==> config.mk <==
export PLATFORM = sky130hd
export DESIGN_NAME = unidade_controle_flat
export DESIGN_NICKNAME = d
export VERILOG_FILES = /design/src/rtl/unidade_controle_if.sv /design/src/rtl/unidade_controle.sv /design/src/flat_wrapper.sv
export SDC_FILE = /design/constraint.sdc
export NUM_CORES = 1
export LEC_CHECK = 0
export ABC_AREA = 0
export BUFFER_PORTS_ARGS = -buffer_cell sky130_fd_sc_hd__buf_2
export CAP_MARGIN = 25
export CORE_MARGIN = 10
export CORE_UTILIZATION = 55
export CTS_CLUSTER_DIAMETER = 120
export DETAILED_ROUTE_END_ITERATION = 16
export PLACE_DENSITY = 0.84
export SLEW_MARGIN = 20
export SYNTH_ARGS = -nofsm -noshare
export SYNTH_HDL_FRONTEND = slang
export SYNTH_SLANG_ARGS = --single-unit
==> constraint.sdc <==
create_clock -name clock -period 3.71 [get_ports clock]
set_input_delay 0.1855 -clock clock [delete_from_list [all_inputs] [get_ports clock]]
set_output_delay 0.1855 -clock clock [all_outputs]
set_load 0.02 [all_outputs]
==> src/rtl/unidade_controle_if.sv <==
// unidade_controle_if
//    Bundle of every signal exchanged between the multicycle control unit and
//    the 8-bit datapath/memory side.
//    master : the control unit (drives strobes, selects, status; reads IR,
//             ALU zero flag and memory-ready)
//    slave  : the datapath/memory side (the mirror image)
//    Signals:
//       instrucao[7:0]   IR contents, opcode in [7:4]
//       zero             ALU zero flag
//       mem_pronto       memory access completes this cycle
//       sinal_ula[2:0]   ALU operation
//       origem_ula_a/b   ALU operand selects
//       origem_pc[1:0]   PC source select
//       iord             memory address select (0 PC, 1 address register)
//       le_mem/escreve_mem, escreve_ir/pc/end/reg, mem_para_reg
//       parado, erro[1:0], contador_instrucoes[LARGURA_CONT-1:0]
interface unidade_controle_if #(
   parameter int LARGURA_CONT = 16
);
   logic [7:0]              instrucao;
   logic                    zero;
   logic                    mem_pronto;
   logic [2:0]              sinal_ula;
   logic                    origem_ula_a;
   logic [1:0]              origem_ula_b;
   logic [1:0]              origem_pc;
   logic                    iord;
   logic                    le_mem;
   logic                    escreve_mem;
   logic                    escreve_ir;
   logic                    escreve_pc;
   logic                    escreve_end;
   logic                    escreve_reg;
   logic                    mem_para_reg;
   logic                    parado;
   logic [1:0]              erro;
   logic [LARGURA_CONT-1:0] contador_instrucoes;

   modport master (
      input  instrucao, zero, mem_pronto,
      output sinal_ula, origem_ula_a, origem_ula_b, origem_pc, iord,
             le_mem, escreve_mem, escreve_ir, escreve_pc, escreve_end,
             escreve_reg, mem_para_reg, parado, erro, contador_instrucoes
   );

   modport slave (
      output instrucao, zero, mem_pronto,
      input  sinal_ula, origem_ula_a, origem_ula_b, origem_pc, iord,
             le_mem, escreve_mem, escreve_ir, escreve_pc, escreve_end,
             escreve_reg, mem_para_reg, parado, erro, contador_instrucoes
   );
endinterface

==> src/rtl/unidade_controle.sv <==
// unidade_controle
//    Multicycle control FSM of the 8-bit processor. Sequences fetch, decode,
//    execute, memory access and writeback; drives the datapath write strobes
//    and mux selects, produces the ALU operation and consumes its zero flag.
//    Halts on HALT or when memory does not answer within LIMITE_ESPERA cycles.
//    Ports:
//       clock  rising-edge system clock
//       reset  synchronous, active-high; forces all strobes/selects to 0
//       bus    unidade_controle_if.master (datapath/memory handshake)
//    Strobes and selects are combinational from state, opcode, zero and
//    mem_pronto; erro and contador_instrucoes are registered.
module unidade_controle #(
   parameter int LIMITE_ESPERA = 15,
   parameter int LARGURA_CONT  = 16
) (
   input  logic              clock,
   input  logic              reset,
   unidade_controle_if.master bus
);

   localparam int LARG_ESPERA = $clog2(LIMITE_ESPERA + 1);

   localparam logic [2:0] ULA_ADD = 3'b010;
   localparam logic [2:0] ULA_SUB = 3'b011;

   localparam logic [3:0] OP_ADDI = 4'b0101;
   localparam logic [3:0] OP_LW   = 4'b0110;
   localparam logic [3:0] OP_SW   = 4'b0111;
   localparam logic [3:0] OP_BEQ  = 4'b1000;
   localparam logic [3:0] OP_JMP  = 4'b1001;
   localparam logic [3:0] OP_HALT = 4'b1111;

   typedef enum logic [3:0] {
      BUSCA,
      DECODIFICA,
      EXEC_R,
      EXEC_I,
      CALC_END,
      ACESSO_MEM,
      ESCRITA_REG,
      DESVIO,
      SALTO,
      PARADO
   } estado_t;

   estado_t                 estado;
   estado_t                 prox;
   logic [LARG_ESPERA-1:0]  espera;
   logic [1:0]              erro_q;
   logic [LARGURA_CONT-1:0] cont_q;

   logic [3:0] opcode;
   logic       em_espera;
   logic       estouro;
   logic       retira;
   logic       ilegal;

   logic [2:0] sinal_ula;
   logic       origem_ula_a;
   logic [1:0] origem_ula_b;
   logic [1:0] origem_pc;
   logic       iord;
   logic       le_mem;
   logic       escreve_mem;
   logic       escreve_ir;
   logic       escreve_pc;
   logic       escreve_end;
   logic       escreve_reg;
   logic       mem_para_reg;
   logic       parado;

   assign opcode    = bus.instrucao[7:4];
   assign em_espera = (estado == BUSCA) || (estado == ACESSO_MEM);
   // espera counts the cycles already spent waiting, so the cycle where it
   // holds LIMITE_ESPERA-1 is the last one allowed; mem_pronto there still wins.
   assign estouro   = em_espera && !bus.mem_pronto &&
                      (espera == LARG_ESPERA'(LIMITE_ESPERA - 1));

   always_comb begin
      prox         = estado;
      retira       = 1'b0;
      ilegal       = 1'b0;
      sinal_ula    = 3'b000;
      origem_ula_a = 1'b0;
      origem_ula_b = 2'b00;
      origem_pc    = 2'b00;
      iord         = 1'b0;
      le_mem       = 1'b0;
      escreve_mem  = 1'b0;
      escreve_ir   = 1'b0;
      escreve_pc   = 1'b0;
      escreve_end  = 1'b0;
      escreve_reg  = 1'b0;
      mem_para_reg = 1'b0;
      parado       = 1'b0;

      case (estado)
         BUSCA: begin
            le_mem = 1'b1;
            if (bus.mem_pronto) begin
               // IR load and PC+1 happen together on the completing cycle
               escreve_ir   = 1'b1;
               escreve_pc   = 1'b1;
               origem_ula_b = 2'b01;
               sinal_ula    = ULA_ADD;
               prox         = DECODIFICA;
            end
         end
         DECODIFICA: begin
            if (opcode <= 4'd4)                           prox = EXEC_R;
            else if (opcode == OP_ADDI)                   prox = EXEC_I;
            else if (opcode == OP_LW || opcode == OP_SW)  prox = CALC_END;
            else if (opcode == OP_BEQ)                    prox = DESVIO;
            else if (opcode == OP_JMP)                    prox = SALTO;
            else if (opcode == OP_HALT)                   prox = PARADO;
            else begin
               ilegal = 1'b1;
               prox   = BUSCA;
            end
         end
         EXEC_R: begin
            origem_ula_a = 1'b1;
            sinal_ula    = opcode[2:0];
            prox         = ESCRITA_REG;
         end
         EXEC_I: begin
            origem_ula_a = 1'b1;
            origem_ula_b = 2'b10;
            sinal_ula    = ULA_ADD;
            prox         = ESCRITA_REG;
         end
         CALC_END: begin
            origem_ula_a = 1'b1;
            origem_ula_b = 2'b10;
            sinal_ula    = ULA_ADD;
            escreve_end  = 1'b1;
            prox         = ACESSO_MEM;
         end
         ACESSO_MEM: begin
            iord        = 1'b1;
            le_mem      = (opcode == OP_LW);
            escreve_mem = (opcode == OP_SW);
            if (bus.mem_pronto) begin
               if (opcode == OP_LW) begin
                  prox = ESCRITA_REG;
               end else begin
                  prox   = BUSCA;
                  retira = 1'b1;
               end
            end
         end
         ESCRITA_REG: begin
            escreve_reg  = 1'b1;
            mem_para_reg = (opcode == OP_LW);
            prox         = BUSCA;
            retira       = 1'b1;
         end
         DESVIO: begin
            origem_ula_a = 1'b1;
            sinal_ula    = ULA_SUB;
            origem_pc    = 2'b01;
            escreve_pc   = bus.zero;
            prox         = BUSCA;
            retira       = 1'b1;
         end
         SALTO: begin
            escreve_pc = 1'b1;
            origem_pc  = 2'b10;
            prox       = BUSCA;
            retira     = 1'b1;
         end
         PARADO: begin
            parado = 1'b1;
         end
         default: begin
            prox = BUSCA;
         end
      endcase

      if (estouro) begin
         prox = PARADO;
      end

      // A request in flight drops on the very cycle reset is asserted.
      if (reset) begin
         sinal_ula    = 3'b000;
         origem_ula_a = 1'b0;
         origem_ula_b = 2'b00;
         origem_pc    = 2'b00;
         iord         = 1'b0;
         le_mem       = 1'b0;
         escreve_mem  = 1'b0;
         escreve_ir   = 1'b0;
         escreve_pc   = 1'b0;
         escreve_end  = 1'b0;
         escreve_reg  = 1'b0;
         mem_para_reg = 1'b0;
         parado       = 1'b0;
      end
   end

   always_ff @(posedge clock) begin
      if (reset) begin
         estado <= BUSCA;
         espera <= '0;
         erro_q <= 2'b00;
         cont_q <= '0;
      end else begin
         estado <= prox;
         // Staying in a wait state means memory has not answered yet; any
         // transition (including re-entry from elsewhere) restarts the count.
         if (em_espera && (prox == estado)) begin
            espera <= espera + 1'b1;
         end else begin
            espera <= '0;
         end
         if (ilegal) begin
            erro_q <= 2'b01;
         end
         if (estouro) begin
            erro_q <= 2'b10;
         end
         if (retira) begin
            cont_q <= cont_q + 1'b1;
         end
      end
   end

   assign bus.sinal_ula           = sinal_ula;
   assign bus.origem_ula_a        = origem_ula_a;
   assign bus.origem_ula_b        = origem_ula_b;
   assign bus.origem_pc           = origem_pc;
   assign bus.iord                = iord;
   assign bus.le_mem              = le_mem;
   assign bus.escreve_mem         = escreve_mem;
   assign bus.escreve_ir          = escreve_ir;
   assign bus.escreve_pc          = escreve_pc;
   assign bus.escreve_end         = escreve_end;
   assign bus.escreve_reg         = escreve_reg;
   assign bus.mem_para_reg        = mem_para_reg;
   assign bus.parado              = parado;
   assign bus.erro                = erro_q;
   assign bus.contador_instrucoes = cont_q;

endmodule
==> src/flat_wrapper.sv <==
// flat-port wrapper written by rule: the top's interface ports become plain ports
module unidade_controle_flat 
#(
   parameter int LIMITE_ESPERA = 15,
   parameter int LARGURA_CONT  = 16
)
  (clock, reset, bus_instrucao, bus_zero, bus_mem_pronto, bus_sinal_ula, bus_origem_ula_a, bus_origem_ula_b, bus_origem_pc, bus_iord, bus_le_mem, bus_escreve_mem, bus_escreve_ir, bus_escreve_pc, bus_escreve_end, bus_escreve_reg, bus_mem_para_reg, bus_parado, bus_erro, bus_contador_instrucoes);
  unidade_controle_if #(.LARGURA_CONT(LARGURA_CONT)) bus_i ();
  input  logic clock;
  input  logic reset;
  input wire logic [$bits(bus_i.instrucao)-1:0] bus_instrucao;
  input wire logic [$bits(bus_i.zero)-1:0] bus_zero;
  input wire logic [$bits(bus_i.mem_pronto)-1:0] bus_mem_pronto;
  output wire logic [$bits(bus_i.sinal_ula)-1:0] bus_sinal_ula;
  output wire logic [$bits(bus_i.origem_ula_a)-1:0] bus_origem_ula_a;
  output wire logic [$bits(bus_i.origem_ula_b)-1:0] bus_origem_ula_b;
  output wire logic [$bits(bus_i.origem_pc)-1:0] bus_origem_pc;
  output wire logic [$bits(bus_i.iord)-1:0] bus_iord;
  output wire logic [$bits(bus_i.le_mem)-1:0] bus_le_mem;
  output wire logic [$bits(bus_i.escreve_mem)-1:0] bus_escreve_mem;
  output wire logic [$bits(bus_i.escreve_ir)-1:0] bus_escreve_ir;
  output wire logic [$bits(bus_i.escreve_pc)-1:0] bus_escreve_pc;
  output wire logic [$bits(bus_i.escreve_end)-1:0] bus_escreve_end;
  output wire logic [$bits(bus_i.escreve_reg)-1:0] bus_escreve_reg;
  output wire logic [$bits(bus_i.mem_para_reg)-1:0] bus_mem_para_reg;
  output wire logic [$bits(bus_i.parado)-1:0] bus_parado;
  output wire logic [$bits(bus_i.erro)-1:0] bus_erro;
  output wire logic [$bits(bus_i.contador_instrucoes)-1:0] bus_contador_instrucoes;
  assign bus_i.instrucao = bus_instrucao;
  assign bus_i.zero = bus_zero;
  assign bus_i.mem_pronto = bus_mem_pronto;
  assign bus_sinal_ula = bus_i.sinal_ula;
  assign bus_origem_ula_a = bus_i.origem_ula_a;
  assign bus_origem_ula_b = bus_i.origem_ula_b;
  assign bus_origem_pc = bus_i.origem_pc;
  assign bus_iord = bus_i.iord;
  assign bus_le_mem = bus_i.le_mem;
  assign bus_escreve_mem = bus_i.escreve_mem;
  assign bus_escreve_ir = bus_i.escreve_ir;
  assign bus_escreve_pc = bus_i.escreve_pc;
  assign bus_escreve_end = bus_i.escreve_end;
  assign bus_escreve_reg = bus_i.escreve_reg;
  assign bus_mem_para_reg = bus_i.mem_para_reg;
  assign bus_parado = bus_i.parado;
  assign bus_erro = bus_i.erro;
  assign bus_contador_instrucoes = bus_i.contador_instrucoes;
  unidade_controle #(.LIMITE_ESPERA(LIMITE_ESPERA), .LARGURA_CONT(LARGURA_CONT)) u_core (.clock(clock), .reset(reset), .bus(bus_i));
endmodule
* Word-level counts from Yosys, hierarchy flattened
Cells that the tools add are included.
** Word-level totals
- Bits in registers :: 26
- Input bits :: 12
- Output and inout bits :: 35
- Word-level logic and storage cells :: 92
** Operators by class
- Add/subtract/negate cells :: 2
- Magnitude comparators :: 1
- Equality and inequality tests :: 17
- Mux-type cells :: 52
- Bitwise logic cells :: 1
- Reductions and logical operators :: 14
** Operators with widths (count)
- $mux 4 :: 9
- $mux 1 :: 29
- $eq 4x3->1 const B :: 7
- $eq 4x4->1 const B :: 6
- $pmux 4 s6 :: 1
- $add 16x1->16 const B :: 1
- $pmux 3 s4 :: 1
- $mux 2 :: 5
- $eq 4x2->1 const B :: 2
- $pmux 2 s2 :: 2
- $reduce_or 2->1 :: 4
- $mux 3 :: 2
- $add 4x1->4 const B :: 1
- $eq 4x1->1 const B :: 1
- $eq 4x4->1 :: 1
- $le 4x3->1 const B :: 1
- $logic_not 4->1 :: 1
- $pmux 1 s2 :: 2
- $reduce_or 4->1 :: 1
- $logic_and 1x1->1 :: 3
- $pmux 1 s3 :: 1
- $reduce_or 3->1 :: 1
- $logic_or 1x1->1 :: 2
- $reduce_bool 2->1 :: 1
- 2 further kinds :: 2

* Longest topological paths before layout
Gate-level depths: netlist of the first run.
- Word-level depth :: 13
- Mapped depth :: 8
- Depth with buffers taken out :: 7

* Least setup slack after synthesis of the first run
Ideal clock, no wire load.
- Kind :: register to output
- Start point :: reg u_core.estado[1]
- End point :: out bus_mem_para_reg
- Arrival :: 1923 ps
- Setup slack :: 1601 ps
- Stages on the path, launching flop included :: 5
- Path buffers :: 2
- Path through :: dfxtp_1 > clkbuf_1 > clkbuf_1 > nor4b_1 > and2_1
** On the way
- Word-level cells in the longest chain between the ends :: 3
** RTL lines
- start: declaration :: line unidade_controle.sv:46 : estado_t estado;
- start signal: assignment :: line unidade_controle.sv:209 : estado <= prox;
- $eq 4x3->1 :: line unidade_controle.sv:97 : case (estado)
- $mux 1 :: line unidade_controle.sv:97
- $mux 1 :: line unidade_controle.sv:185 : if (reset) begin
- end: declaration :: line flat_wrapper.sv:25 : output wire logic [$bits(bus_i.mem_para_reg)-1:0] bus_mem_para_reg;
No other way between the ends.

* Worst setup path after layout of the first run
- Start point :: reg u_core.estado[0]
- End point :: reg u_core.espera[2]
** On the way
- Word-level cells in the longest chain between the ends :: 9
** RTL lines
- branches (longest 6 deep; another with $pmux 4 s6)
- $logic_and 1x1->1 * :: line unidade_controle.sv:212 : if (em_espera && (prox == estado)) begin
- $not 1->1 (no source line) *
- $reduce_or 2->1 (no source line) *
- end signal: assignment :: line unidade_controle.sv:213 : espera <= espera + 1'b1;
- end: declaration :: line unidade_controle.sv:48 : logic [LARG_ESPERA-1:0] espera;
Every way passes the cells marked *.
A chain may end at the register's enable or synchronous reset.

==> results of run 1 <==
-- cell usage in the layout (no fill, tap or decap), drive strengths merged --
master / instances
o21ai: 17
xnor2: 3
buf: 42
nor2b: 2
or3: 8
nand3: 6
a2111oi: 2
nand2: 11
nand3b: 3
clkbuf: 4
nand4: 5
a211oi: 3
inv: 7
nor4b: 2
ha: 3
nor2: 20
nor4bb: 1
a31oi: 2
a21oi: 16
a41oi: 1
nor3b: 1
nor4: 2
or2: 2
o2111ai: 8
dfxtp: 26
nand4b: 1
or4b: 2
and3: 6
nand2b: 4
and2: 1
nor3: 13
a22o: 1
and2b: 1
or4bb: 1
xor2: 10
-- logic make-up after synthesis --
kind of cell,count (synthesis)
flip-flops,26
AND/OR/NAND/NOR,92
AO/OA/AOI/OAI,50
buffers and inverters,22
adder cells (fa/ha/maj),3
XOR/XNOR,13
-- metrics by stage --
step,hold slack [ns],cells
3_5_place_dp,0.4486,264
6_report,0.2534,268
3_3_place_gp,0.4435,264
4_1_cts,0.2489,268
5_1_grt,0.2837,268
2_1_floorplan,0.3722,206
-- worst paths after layout --
check / start / end
hold / removal: bus_instrucao[7] / u_core.bus.erro[0]$_SDFFE_PP0P_
setup / recovery: u_core.estado[0]$_SDFF_PP0_ / u_core.espera[2]$_SDFF_PP0_
hold reg to reg: u_core.bus.erro[0]$_SDFFE_PP0P_ / u_core.bus.erro[0]$_SDFFE_PP0P_
setup reg to reg: u_core.estado[0]$_SDFF_PP0_ / u_core.espera[2]$_SDFF_PP0_
-- cell type report --
| type | instances | area, sq um |
|---|---|---|
| Clock buffer | 4 | 36.28 |
| Tap cell | 31 | 38.79 |
| Inverter | 7 | 26.28 |
| Multi-Input combinational cell | 158 | 1035 |
| Sequential cell | 26 | 520.5 |
| Fill cell | 262 | 962.2 |
| Timing Repair Buffer | 42 | 210.2 |
-- worst max-delay path, stage by stage (launching register included) --
cell,delay (ns)
sky130_fd_sc_hd__dfxtp_1,0.78
sky130_fd_sc_hd__nand2_1,0.21
sky130_fd_sc_hd__a2111oi_2,0.76
sky130_fd_sc_hd__a2111oi_4,0.14
sky130_fd_sc_hd__xnor2_2,0.20
sky130_fd_sc_hd__nor3_1,0.20
-- per-layer routing --
metal,track usage (%),routed length [um],share of wire [%],vias to the layer above
li1,-,-,-,819
met2,21.62,1767,47,28
met3,4.074,192,5.1,2
met5,0,0,0,-
met1,18.35,1825,48,722
met4,2.101,13,0.34,0
-- power breakdown --
| part | total, mW | switching (mW) | internal [mW] |
|---|---|---|---|
| Clock | 0.139 | 0.0790 | 0.0600 |
| Sequential | 0.305 | 0.0188 | 0.286 |
| Combinational | 0.104 | 0.0636 | 0.0402 |
-- flip-flops by register name, summed over array words and instances, names as in the netlist --
name,cells
u_core.estado,4
u_core.bus.contador_instrucoes,16
u_core.bus.erro,2
u_core.espera,4
==> flow_results.org, run 1 <==
** Drt
- For this block, the via count after detailed routing is 1,571.
- Number of nets still failing antenna checks after routing :: 0
- In the routed design, unresolved DRC markers number 0.
- Wire length per cell :: 14.17 um
- After detailed routing, the number of vias per cell comes to 5.862.
- Post-detailed-routing wire length :: roughly 3800 um
- For this run, the detailed router's first-pass iteration total came to 4.
- The first routing iteration left 98 violations.

** Floorplanning
- Die ar. :: approximately 0.0056 sq mm
- Horiz. Die Dim :: between 70 and 80 um
- In this run the count of I/O pins placed on the die edge is 47.
- The initialized floorplan defines 19 standard-cell rows.
- From bottom edge to top edge, the die measures 74.88 um.
- Area of the core :: about 0.0028 sq mm
- Initial Utilization :: 58.56%

** Yosys
- Of the total synthesized cell area, the portion taken by full adders, half adders and majority gates is 2.266%.
- Number of nets produced by synthesis :: roughly 220
- Largest area contributor in the synthesized netlist :: sky130_fd_sc_hd__dfxtp_1
- Synth Area per Inst :: 8.042 sq um
- Counting instances in the post-synthesis netlist gives the leading cell types as 26 x sky130_fd_sc_hd__dfxtp_1, 20 x sky130_fd_sc_hd__nor2_1, 16 x sky130_fd_sc_hd__a21oi_1, 16 x sky130_fd_sc_hd__o21ai_0, 12 x sky130_fd_sc_hd__nor3_1.
- Sequential cell area fraction in the yosys report :: about a third
- In this run, synthesis inferred 0 flip-flops with an integrated enable.
- Post-synthesis simple-gate area fraction :: 32.18%
- In this run the cell area of the synthesized design comes to 0.001657 sq mm.
- Leading cell type by number of instances after synthesis :: sky130_fd_sc_hd__dfxtp_1
- FF+latch count, synth :: 26
- Counting flops with an async set or reset pin after synthesis yields a share of 0%.
- Fraction of synthesized area in multiplexers :: 0%
- Area fraction in compound gates after synthesis :: 20.69%
- Primary FF master, synth :: sky130_fd_sc_hd__dfxtp_1
- In the synthesized netlist, the number of instances is approximately 200.
- The synthesized netlist devotes 7.326% of its cell area to XOR and XNOR gates.
- Share of Yosys cell area claimed by the top area cell type :: 31.42%
- In this run, distinct cell masters in the synthesized netlist total 45.
- For this run, the number of Yosys warnings is 0.
- Dominant combinational cell family by area after synthesis :: simple AND/OR/NAND/NOR gates
- Dominant cells by area after synthesis :: sky130_fd_sc_hd__dfxtp_1 31%, sky130_fd_sc_hd__xor2_1 5.3%, sky130_fd_sc_hd__a21oi_1 4.8%

** Clock tree
- After clock tree synthesis, the repair step resized 0 gates.
- After clock tree synthesis, the setup repair step added 0 buffers.
- Clock tree from TritonCTS :: done
- Clk_lat worst skew :: 0.32 ns
- Htree depth :: 1
- TritonCTS buffer count :: 3
- Number of sinks driven by the clock tree :: 26
- After clock tree synthesis, the clock-pin slew on the worst setup and hold paths is 0.13 ns.
- Max Root-Sink Buffers :: 2
- In this run, post-CTS hold repair placed 0 buffers.
- Clock tree synthesis selected as its root buffer the cell sky130_fd_sc_hd__clkbuf_4.

** Timing
- Final-report setup violation count :: 0
- Clock skew on the completed layout was measured at 0.002294 ns.
- Slew @ Worst Pin :: between 0.7 and 0.8 ns
- Final hold vios :: 0
- The number of max-slew violations in the final report came to 0.
- The final critical path takes up 63.81% of the cycle.
- Worst slew margin :: 47.64%
- Based on the critical path, the design can be clocked at up to roughly 420 MHz.
- Setup repair after global routing left no endpoint under its margin.
- Least setup slack across all paths after layout :: 1.343 ns
- Post-route setup TNS :: 0 ns
- The clock period could shrink to 2.367 ns.

** Placement
- Area after DPL :: 0.001831 sq mm
- Final Wtd Congestion :: 0.8248
- The HPWL after detailed placement is 2839 um.
- Dpl ws :: 1.388 ns
- I/O Buffers :: 42

** Global route
- The first global-routing pass estimated 6410 um of wire.
- Antenna violations before repair :: 0
- Via count of the first global-routing pass :: 1,374
- For this run the aggregate overflow at the end of global routing stands at 0.
- Entering global routing, the biggest net connects 31 pins.
- Total Routing Usage GR :: a little over an eighth

** Status
- Outcome :: complete, no violations

** Critical path
- Data on the critical path arrives at its endpoint at 2.62 ns.
- Data on the critical path is required at its endpoint by 3.96 ns.
- Setup crit start kind :: flip-flop
- FF-to-FF setup slack :: roughly 1.3 ns
- In this run the worst path has a maximum fanout of 21.
- The worst setup path is captured at a flip-flop.
- Counting cells, the worst reg-to-reg path comes to 5.
- Setup CP Type :: flip-flop to flip-flop

** Power and ir drop
- Leakage power :: 0.7430 nW
- The completed layout was analyzed and its total power is around 0.55 mW.
- Worst VDD drop :: approximately 0.26 mV
- Pwr per Cell Area :: 293.4 mW/mm^2

** Job
- The tool flagged a number of max-cap violations equal to 0.

** Cells and area
- Relative to the synthesized area, the layout overhead comes to 12.69%.
- Fraction of final layout cells sized beyond drive strength 1 :: 24.05%
- Antenna diode count :: 0
- Layout Utilization :: 65.99%
- After routing the design area is 0.001867 sq mm.
- Number of nets at the end of the flow :: about 250

** Worst hold path
- The min-delay analysis places its worst path in the category input pin to flip-flop.
- Along the worst hold path, the cell count comes to 3.
(Power assumes the default switching activity.)
==> inputs of run 2 (changes only) <==
--- a/config.mk
+++ b/config.mk
@@ -5,14 +5,14 @@
 export SDC_FILE = /design/constraint.sdc
 export NUM_CORES = 1
 export LEC_CHECK = 0
-export ABC_AREA = 0
+export ABC_AREA = 1
 export BUFFER_PORTS_ARGS = -buffer_cell sky130_fd_sc_hd__buf_2
 export CAP_MARGIN = 25
 export CORE_MARGIN = 10
-export CORE_UTILIZATION = 55
+export CORE_UTILIZATION = 52
 export CTS_CLUSTER_DIAMETER = 120
 export DETAILED_ROUTE_END_ITERATION = 16
-export PLACE_DENSITY = 0.84
+export PLACE_DENSITY = 0.79
 export SLEW_MARGIN = 20
 export SYNTH_ARGS = -nofsm -noshare
 export SYNTH_HDL_FRONTEND = slang
==> constraint.sdc (replaced) <==
create_clock -name clock -period 2.2 [get_ports clock]
set_input_delay 0.11 -clock clock [delete_from_list [all_inputs] [get_ports clock]]
set_output_delay 0.11 -clock clock [all_outputs]
set_load 0.02 [all_outputs]
==> run 2 against run 1 <==
  * Critical path depth grew 5
  * Synthesized cell count grew 29%
  * Register-to-register slack lost 0.81 ns
  * Count of clock-buffer cells in the layout shrank 1
  * Clock power grew 42%
  * Routed wire length grew 9.9%
  * Sequential cell count is the same
  * Final cell count grew 31%
  * Hold slack lost 0.043 ns
  * Critical path type is now flip-flop to output port
==> flow_results.org, run 2 <==
** Status
- Outcome: complete, no violations (unchanged).

** Drt
- The residual DRC count was 0 (unchanged).
- Post-detailed-routing wire length :: 4174 um (was 3798 um)
- The routed length per placed instance is 11.93 um (was 14.17 um).
- The number of vias after detailed routing came to 1,779 (was 1,571).
- The number of optimization iterations in the first detailed-route pass is 4 (unchanged).
- The ratio of routed vias to standard cells came to 5.083 (was 5.862).
- The post-detailed-route count of antenna-violating nets came to 0 (unchanged).
- The number of violations reported at the end of detailed-routing iteration 0 was 109 (was 98).

** Yosys
- FF+latch count, synth :: 26 (unchanged)
- The most used flip-flop cell after synthesis is sky130_fd_sc_hd__dfxtp_1 (unchanged).
- List of most frequent post-synthesis cells: 57 x sky130_fd_sc_hd__nand2_1, 39 x sky130_fd_sc_hd__nor2_1, 29 x sky130_fd_sc_hd__inv_1 (was 26 x sky130_fd_sc_hd__dfxtp_1, 20 x sky130_fd_sc_hd__nor2_1, 16 x sky130_fd_sc_hd__a21oi_1, 16 x sky130_fd_sc_hd__o21ai_0, 12 x sky130_fd_sc_hd__nor3_1).
- The mean instance size in the synthesized netlist was 6.482 sq um (was 8.042 sq um).
- The number of enable flip-flop cells after synthesis came to 0 (unchanged).
- The dominant combinational cell family by area after synthesis is simple AND/OR/NAND/NOR gates (unchanged).
- Synth warn :: 0 (unchanged)
- Dominant cells by area after synthesis :: sky130_fd_sc_hd__dfxtp_1 30%, sky130_fd_sc_hd__nand2_1 12%, sky130_fd_sc_hd__nor2_1 8.5% (was sky130_fd_sc_hd__dfxtp_1 31%, sky130_fd_sc_hd__xor2_1 5.3%, sky130_fd_sc_hd__a21oi_1 4.8%)
- The number of library cell types mapped by synthesis came to 31 (was 45).
- The dominant cell type by area after synthesis was sky130_fd_sc_hd__dfxtp_1 (unchanged).
- Post-synthesis simple-gate area fraction :: 44.12% (was 32.18%)
- The cell area after synthesis is 0.001724 sq mm (was 0.001657 sq mm).
- The share of Yosys cell area claimed by the top area cell type came to 30.19% (was 31.42%).
- The synthesized netlist net count came to 281 (was 221).
- The gate count of the mapped netlist was 266 (was 206).
- The fraction of synthesis flops using an asynchronous set or reset pin came to 0% (unchanged).
- The area fraction in compound gates after synthesis is 11.39% (was 20.69%).
- The adder and majority cell fraction of the synthesized area is 2.177% (was 2.266%).
- The most repeated cell in the gate-level netlist after synthesis was sky130_fd_sc_hd__nand2_1 (was sky130_fd_sc_hd__dfxtp_1).
- The sequential cell area fraction in the yosys report was 30.19% (was 31.42%).
- The fraction of synthesized area in multiplexers was 0% (unchanged).
- The XOR/XNOR share of the synthesized area was 2.540% (was 7.326%).

** Placement
- Detail Placement HPWL :: 3424 um (was 2839 um)
- The final estimated routing congestion in global placement was 0.9178 (was 0.8248).
- The cell total after placement came to 347 (was 264).
- The number of buffer cells added on primary ports came to 42 (unchanged).

** Clock tree
- Number of gates resized after CTS :: 0 (unchanged)
- Hold buffers post-CTS :: 0 (unchanged)
- The clock slew seen by the registers of the worst setup and hold paths is 0.14 ns (was 0.13 ns).
- The total clock buffers created by CTS is 3 (unchanged).
- The buffer type at the clock tree root is sky130_fd_sc_hd__clkbuf_4 (unchanged).
- The number of clock sinks seen by CTS came to 26 (unchanged).
- Htree depth :: 1 (unchanged)
- Clock tree from TritonCTS :: done (unchanged)
- The clock network latency to the later pin of the worst-skew pair was 0.32 ns (about the same).
- The number of buffers inserted by post-CTS setup repair came to 0 (unchanged).
- Max Root-Sink Buffers :: 2 (unchanged)

** Critical path
- The peak per-stage delay on the critical path was 0.35 ns (was 0.78 ns).
- The required time of the critical path came to 2.09 ns (was 3.96 ns).
- The library cell contributing the largest single delay on the critical path was sky130_fd_sc_hd__dfxtp_1 (unchanged).
- CP max FO :: 4 (was 21)
- Setup CP Type :: flip-flop to output port (was flip-flop to flip-flop)
- Cell-by-cell listing of the critical path: inv_2 -> nand2_2 -> nor2_1 -> inv_1 -> nor2_1 -> inv_1 -> nand3_1 -> a21oi_1 -> a21oi_1 -> buf_2 (was nand2_1 -> a2111oi_2 -> a2111oi_4 -> xnor2_2 -> nor3_1).
- Worst flop-to-flop path startpoint :: u_core.estado[0]$_SDFF_PP0_ (unchanged)
- The timing startpoint of the critical path is u_core.estado[3]$_SDFF_PP0_ (was u_core.estado[0]$_SDFF_PP0_).
- Setup crit start kind :: flip-flop (unchanged)
- Type of element capturing the critical path :: output port (was flip-flop)
- The data arrival time of the critical path was 1.82 ns (was 2.62 ns).

** Floorplanning
- The initial standard-cell utilization of the core is 55.56% (was 58.56%).
- The total number of placement rows was 20 (was 19).
- Die height :: 77.58 um (was 74.88 um)
- The area enclosed by the die boundary was 0.006019 sq mm (was 0.005607 sq mm).
- The width of the die came to 77.58 um (was 74.88 um).
- The core outline area came to 0.003103 sq mm (was 0.002829 sq mm).
- Number of ports placed on the die boundary :: 47 (unchanged)

** Cells and area
- The final net count came to 323 (was 253).
- Number of fill cells :: 322 (was 262)
- The flip-flop count of the largest register, all copies and words added was 16 (unchanged).
- The most common cell after layout, fill and taps aside is sky130_fd_sc_hd__nand2_1 (was sky130_fd_sc_hd__buf_2).
- The area added between synthesis and finish came to 14.95% (was 12.69%).
- The number of antenna diodes is 0 (unchanged).
- Fraction of final layout cells sized beyond drive strength 1 :: 25.82% (was 24.05%)
- Number of standard cells in the layout, taps in and fillers out :: 350 (was 268)
- Commonest cells after routing, fill and taps aside :: 57 x sky130_fd_sc_hd__nand2_1, 42 x sky130_fd_sc_hd__buf_2, 39 x sky130_fd_sc_hd__nor2_1 (was 42 x sky130_fd_sc_hd__buf_2, 26 x sky130_fd_sc_hd__dfxtp_1, 20 x sky130_fd_sc_hd__nor2_1)

** Timing
- The final-report hold violation count is 0 (unchanged).
- Period utilization :: 87.95%
- Final critical path time including I/O delays and setup :: 1.935 ns
- The final setup violation count came to 0 (unchanged).
- Post-Route Skew :: 0.01466 ns (was 0.002294 ns)
- The relative max-transition margin was 67.07% (was 47.64%).
- The number of max-slew violations in the final report was 0 (unchanged).
- Slew @ Worst Pin :: 0.4901 ns (was 0.7844 ns)
- The worst hold margin is 0.2107 ns (was 0.2534 ns).
- Post-route setup TNS :: 0 ns (unchanged)
- Setup repair after global routing missed its margin :: no (unchanged)
- Achievable clock frequency :: 516.8 MHz

** Global route
- The initial antenna violation count came to 0 (unchanged).
- Via count of the first global-routing pass :: 1,590 (was 1,374)
- The global router's overall resource usage came to 13.55% (was 13.73%).
- Total congestion overflow :: 0 (unchanged)
- The largest net degree at the start of global routing is 26 (was 31).
- The first-pass GRT wire length was 7127 um (was 6410 um).

** Power and ir drop
- The worst voltage drop across the vdd grid was 0.3301 mV (was 0.2557 mV).
- Pwr per Cell Area :: 505.2 mW/mm^2 (was 293.4 mW/mm^2)
- The power consumption was 1.001 mW (was 0.5476 mW).
- Leakage power :: 0.9622 nW (was 0.7430 nW)

** Worst hold path
- The hold path startpoint is reset (was bus_instrucao[7]).
- Hold crit path type :: input pin to flip-flop (unchanged)

** Job
- The number of max-capacitance violations reported is 0 (unchanged).
-- run 2: report_power, final --
part           internal (mW)  leakage, nW  switching (mW)
clock network         0.0643       0.0138           0.133
registers              0.489        0.210          0.0223
logic                 0.0938        0.738           0.199
-- run 2: final cells by class --
cell class | count | area, sq um | share of cell area [%]
inverters | 36 | 135.1 | 6.818
clock buffers | 3 | 22.52 | 1.136
flip-flops and latches | 26 | 520.5 | 26.26
multi-input cells | 199 | 1039 | 52.40
well taps | 44 | 55.05 | 2.778
repair buffers | 42 | 210.2 | 10.61
-- run 2: metal layers --
layer | vias up | part of all wire (%) | GRT usage, %
met3 | 4 | 5.7 | 4.378
met2 | 41 | 44 | 21.23
met5 | - | 0 | 0
li1 | 935 | - | -
met1 | 799 | 50 | 17.73
met4 | 0 | 0.60 | 2.555
-- run 2: final timing paths --
check / to / slack [ns] / cells past startpoint
setup / recovery: bus_sinal_ula[1] / 0.27 / 10
hold / removal: u_core.bus.erro[1]$_SDFFE_PP0P_ / 0.21 / 2
setup reg to reg: u_core.bus.contador_instrucoes[10]$_SDFFE_PP0P_ / 0.53 / 9
hold reg to reg: u_core.bus.erro[0]$_SDFFE_PP0P_ / 0.46 / 2
-- run 2: per-stage QoR --
step | instance area, sq um | setup WS (ns) | utilization (%)
floorplan | 1724 | 0.7064 | -
finish | 1982 | 0.2651 | 63.87
CTS | 1982 | 0.2313 | 63.87
global placement | 1959 | 0.5946 | 63.15
global route | 1982 | 0.001884 | 63.87
detailed placement | 1959 | 0.5735 | 63.15
-- run 2: kinds of logic after synthesis --
kind of cell / after synthesis
AND/OR/NAND/NOR: 154
buffers and inverters: 41
AO/OA/AOI/OAI: 37
flip-flops: 26
XOR/XNOR: 5
adder cells (fa/ha/maj): 3
-- run 2: critical path, delay by kind of cell (launching register included) --
family                 cells  cell delay, ns
DFF                        1            0.35
buffers and inverters      4            0.47
and+or+nand+nor            4            0.48
AOI/OAI and AO/OA          2            0.20
==> inputs of run 3 (changes only) <==
--- a/config.mk
+++ b/config.mk
@@ -5,14 +5,13 @@
 export SDC_FILE = /design/constraint.sdc
 export NUM_CORES = 1
 export LEC_CHECK = 0
-export ABC_AREA = 1
 export BUFFER_PORTS_ARGS = -buffer_cell sky130_fd_sc_hd__buf_2
 export CAP_MARGIN = 25
 export CORE_MARGIN = 10
 export CORE_UTILIZATION = 52
 export CTS_CLUSTER_DIAMETER = 120
 export DETAILED_ROUTE_END_ITERATION = 16
-export PLACE_DENSITY = 0.79
+export PLACE_DENSITY = 0.8
 export SLEW_MARGIN = 20
 export SYNTH_ARGS = -nofsm -noshare
 export SYNTH_HDL_FRONTEND = slang
==> run 3 against run 2 <==
  * Cell area decreased by 1.6%
  * Final cell count decreased by 17%
  * Global-route usage increased by 0.16 points
  * Hold slack got worse by 0.043 ns
  * Critical path type is now flip-flop to flip-flop
==> flow_results.org, run 3 (same netlist as run 1, synthesis figures left out) <==
** Status
- Outcome :: complete, no violations (unchanged)

** Cells and area
- Number of standard cells in the layout, taps in and fillers out :: 290 (was 350)
- The final net count came to 262 (was 323).
- Most frequent standard cell in the layout excluding fill and tap cells :: sky130_fd_sc_hd__buf_2 (was sky130_fd_sc_hd__nand2_1)
- The number of antenna diodes came to 0 (unchanged).
- Commonest cells after routing, fill and taps aside :: 42 x sky130_fd_sc_hd__buf_2, 26 x sky130_fd_sc_hd__dfxtp_1, 20 x sky130_fd_sc_hd__nor2_1 (was 57 x sky130_fd_sc_hd__nand2_1, 42 x sky130_fd_sc_hd__buf_2, 39 x sky130_fd_sc_hd__nor2_1)
- The flip-flop count of the largest register, all copies and words added is 16 (unchanged).
- The area added between synthesis and finish was 17.75% (was 14.95%).
- The fraction of final layout cells with drive strength greater than 1 came to 26.83% (was 25.82%).

** Timing
- The minimum period implied by the final worst setup slack was 1.956 ns (was 1.935 ns).
- Post-Route Skew :: 0.003754 ns (was 0.01466 ns)
- The relative max-transition margin came to 65.14% (was 67.07%).
- Max-slew violations :: 0 (unchanged)
- The final-report hold violation count is 0 (unchanged).
- The setup TNS came to 0 ns (unchanged).
- Slew @ Worst Pin :: 0.5229 ns (was 0.4901 ns)
- The final setup violation count came to 0 (unchanged).
- The maximum clock frequency is 511.1 MHz (was 516.8 MHz).
- Setup repair after global routing missed its margin :: no (unchanged)
- The post-route fraction of the period consumed by the critical path came to 88.93% (was 87.95%).

** Drt
- The routed length on met2 is 1849 um (was 1840 um).
- The ratio of routed vias to standard cells was 5.634 (was 5.083).
- The uppermost layer routed is met4 (unchanged).
- Number of DRC violations after detailed routing :: 0 (unchanged)
- The total wire length after detailed routing came to 3974 um (was 4174 um).
- Number of nets still failing antenna checks after routing :: 0 (unchanged)
- Iteration-0 DRC count of the detailed router :: 157 (was 109)
- The number of vias after detailed routing is 1,634 (was 1,779).
- Number of detailed-routing iterations run before antenna repair :: 4 (unchanged)
- The length of routed met3 wiring came to 159 um (was 237 um).
- The routed length per placed instance is 13.70 um (was 11.93 um).
- The met1 routed wirelength after detailed routing is 1926 um (was 2071 um).

** Critical path
- CP max FO :: 11 (was 4)
- The number of buffers and inverters on the critical path was 0 (was 4).
- The endpoint type of the worst setup path is a flip-flop (was output port).
- Cell-by-cell listing of the critical path: nor2b_1 -> a22o_1 -> o2111ai_2 -> or3_1 -> a21oi_1 (was inv_2 -> nand2_2 -> nor2_1 -> inv_1 -> nor2_1 -> inv_1 -> nand3_1 -> a21oi_1 -> a21oi_1 -> buf_2).
- Worst flop-to-flop path startpoint :: u_core.estado[3]$_SDFF_PP0_ (was u_core.estado[0]$_SDFF_PP0_)
- Setup crit start kind :: flip-flop (unchanged)
- The kind of critical path is flip-flop to flip-flop (was flip-flop to output port).
- Data required, critical path :: 2.47 ns (was 2.09 ns)
- Launching instance or port of the critical path :: u_core.estado[3]$_SDFF_PP0_ (unchanged)
- Largest delay share family, worst path :: simple AND/OR/NAND/NOR gates (unchanged)
- The peak per-stage delay on the critical path is 0.52 ns (was 0.35 ns).
- CP Data Arrival Time :: 2.22 ns (was 1.82 ns)
- Crit path max-delay cell type :: sky130_fd_sc_hd__dfxtp_1 (unchanged)

** Clock tree
- Number of sinks driven by the clock tree :: 26 (unchanged)
- TritonCTS buffer count :: 3 (unchanged)
- The buffer type at the clock tree root is sky130_fd_sc_hd__clkbuf_4 (unchanged).
- Clk_lat worst skew :: 0.32 ns (about the same)
- Hold buffers post-CTS :: 0 (unchanged)
- The worst-case clock buffer depth came to 2 (unchanged).
- The number of buffers inserted by post-CTS setup repair was 0 (unchanged).
- Clock tree from TritonCTS :: done (unchanged)
- The H-tree depth is 1 (unchanged).
- Number of gates resized after CTS :: 0 (unchanged)
- Clock transition at the registers of the reported paths :: 0.13 ns (was 0.14 ns)

** Floorplanning
- Initial Utilization :: 54.26% (was 55.56%)
- The total number of placement rows came to 20 (unchanged).
- The core outline area came to 0.003053 sq mm (was 0.003103 sq mm).
- The area enclosed by the die boundary is 0.005843 sq mm (was 0.006019 sq mm).
- Die height :: 76.44 um (was 77.58 um)
- The number of placed I/O pins was 47 (unchanged).
- The width of the die came to 76.44 um (was 77.58 um).

** Global route
- The total congestion overflow was 0 (unchanged).
- The via count of the first global-routing pass came to 1,499 (was 1,590).
- Global-route wire length before repair :: 7003 um (was 7127 um)
- The largest net degree at the start of global routing is 31 (was 26).
- Total Routing Usage GR :: 13.71% (was 13.55%)
- The initial antenna violation count came to 0 (unchanged).

** Placement
- Count of placed standard cells including taps :: 286 (was 347)
- The number of buffer cells added on primary ports is 42 (unchanged).
- The final estimated routing congestion in global placement was 0.8781 (was 0.9178).
- The HPWL after detailed placement came to 3047 um (was 3424 um).

** Worst hold path
- Hold crit path type :: input pin to flip-flop (unchanged)
- The hold path startpoint is bus_instrucao[7] (was reset).

** Power and ir drop
- The leakage power summed over all cells was 0.7913 nW (was 0.9622 nW).
- The worst voltage drop across the vdd grid was 0.3691 mV (was 0.3301 mV).
- The areal power density over the cells came to 482.4 mW/mm^2 (was 505.2 mW/mm^2).

** Job
- Max-cap violation count :: 0 (unchanged)
## run 3: layout make-up
type	count	area, sq um
flip-flops and latches	26	520.5
well taps	44	55.05
multi-input cells	158	1035
fillers	291	1102
inverters	7	26.28
repair buffers	51	277.8
clock buffers	4	36.28
## run 3: metrics by stage
stage                     power [mW]  utilization, %  worst slack, ns  hold WS [ns]  instance area (sq um)
after CTS                     0.9440           63.89           0.2463        0.1634                   1951
after global routing          0.9925           63.89          0.04681        0.1676                   1951
after detailed placement      0.7124           62.70           0.2843        0.4505                   1914
final                         0.9410           63.89           0.2436        0.1676                   1951
after floorplan               0.6547               -           0.1667        0.2967                   1657
after global placement        0.7095           62.70           0.3077        0.4389                   1914
## run 3: tightest hold or removal path, delay by kind of cell
family	cells	cell delay, ns
compound gates	2	0.19
buf+inv	1	0.15
## run 3: report_power, final
group          total, mW  leakage [nW]  switching, mW  internal [mW]
registers          0.502         0.210         0.0195          0.482
logic              0.200         0.560          0.122         0.0782
clock network      0.239        0.0210          0.138          0.101
## run 3: path summary, 6_finish.rpt
| check | depth (start not counted) | endpoint | slack, ns |
|---|---|---|---|
| min | 3 | u_core.bus.erro[0]$_SDFFE_PP0P_ | 0.17 |
| max | 5 | u_core.bus.contador_instrucoes[11]$_SDFFE_PP0P_ | 0.24 |
| max reg2reg | 5 | u_core.bus.contador_instrucoes[11]$_SDFFE_PP0P_ | 0.24 |
| min reg2reg | 2 | u_core.bus.erro[0]$_SDFFE_PP0P_ | 0.47 |
## run 3: metal layers
layer / track usage [%] / vias up
met2: 22.02 / 28
met5: 0 / -
li1: - / 837
met1: 17.56 / 764
met3: 3.184 / 5
met4: 4.275 / 0
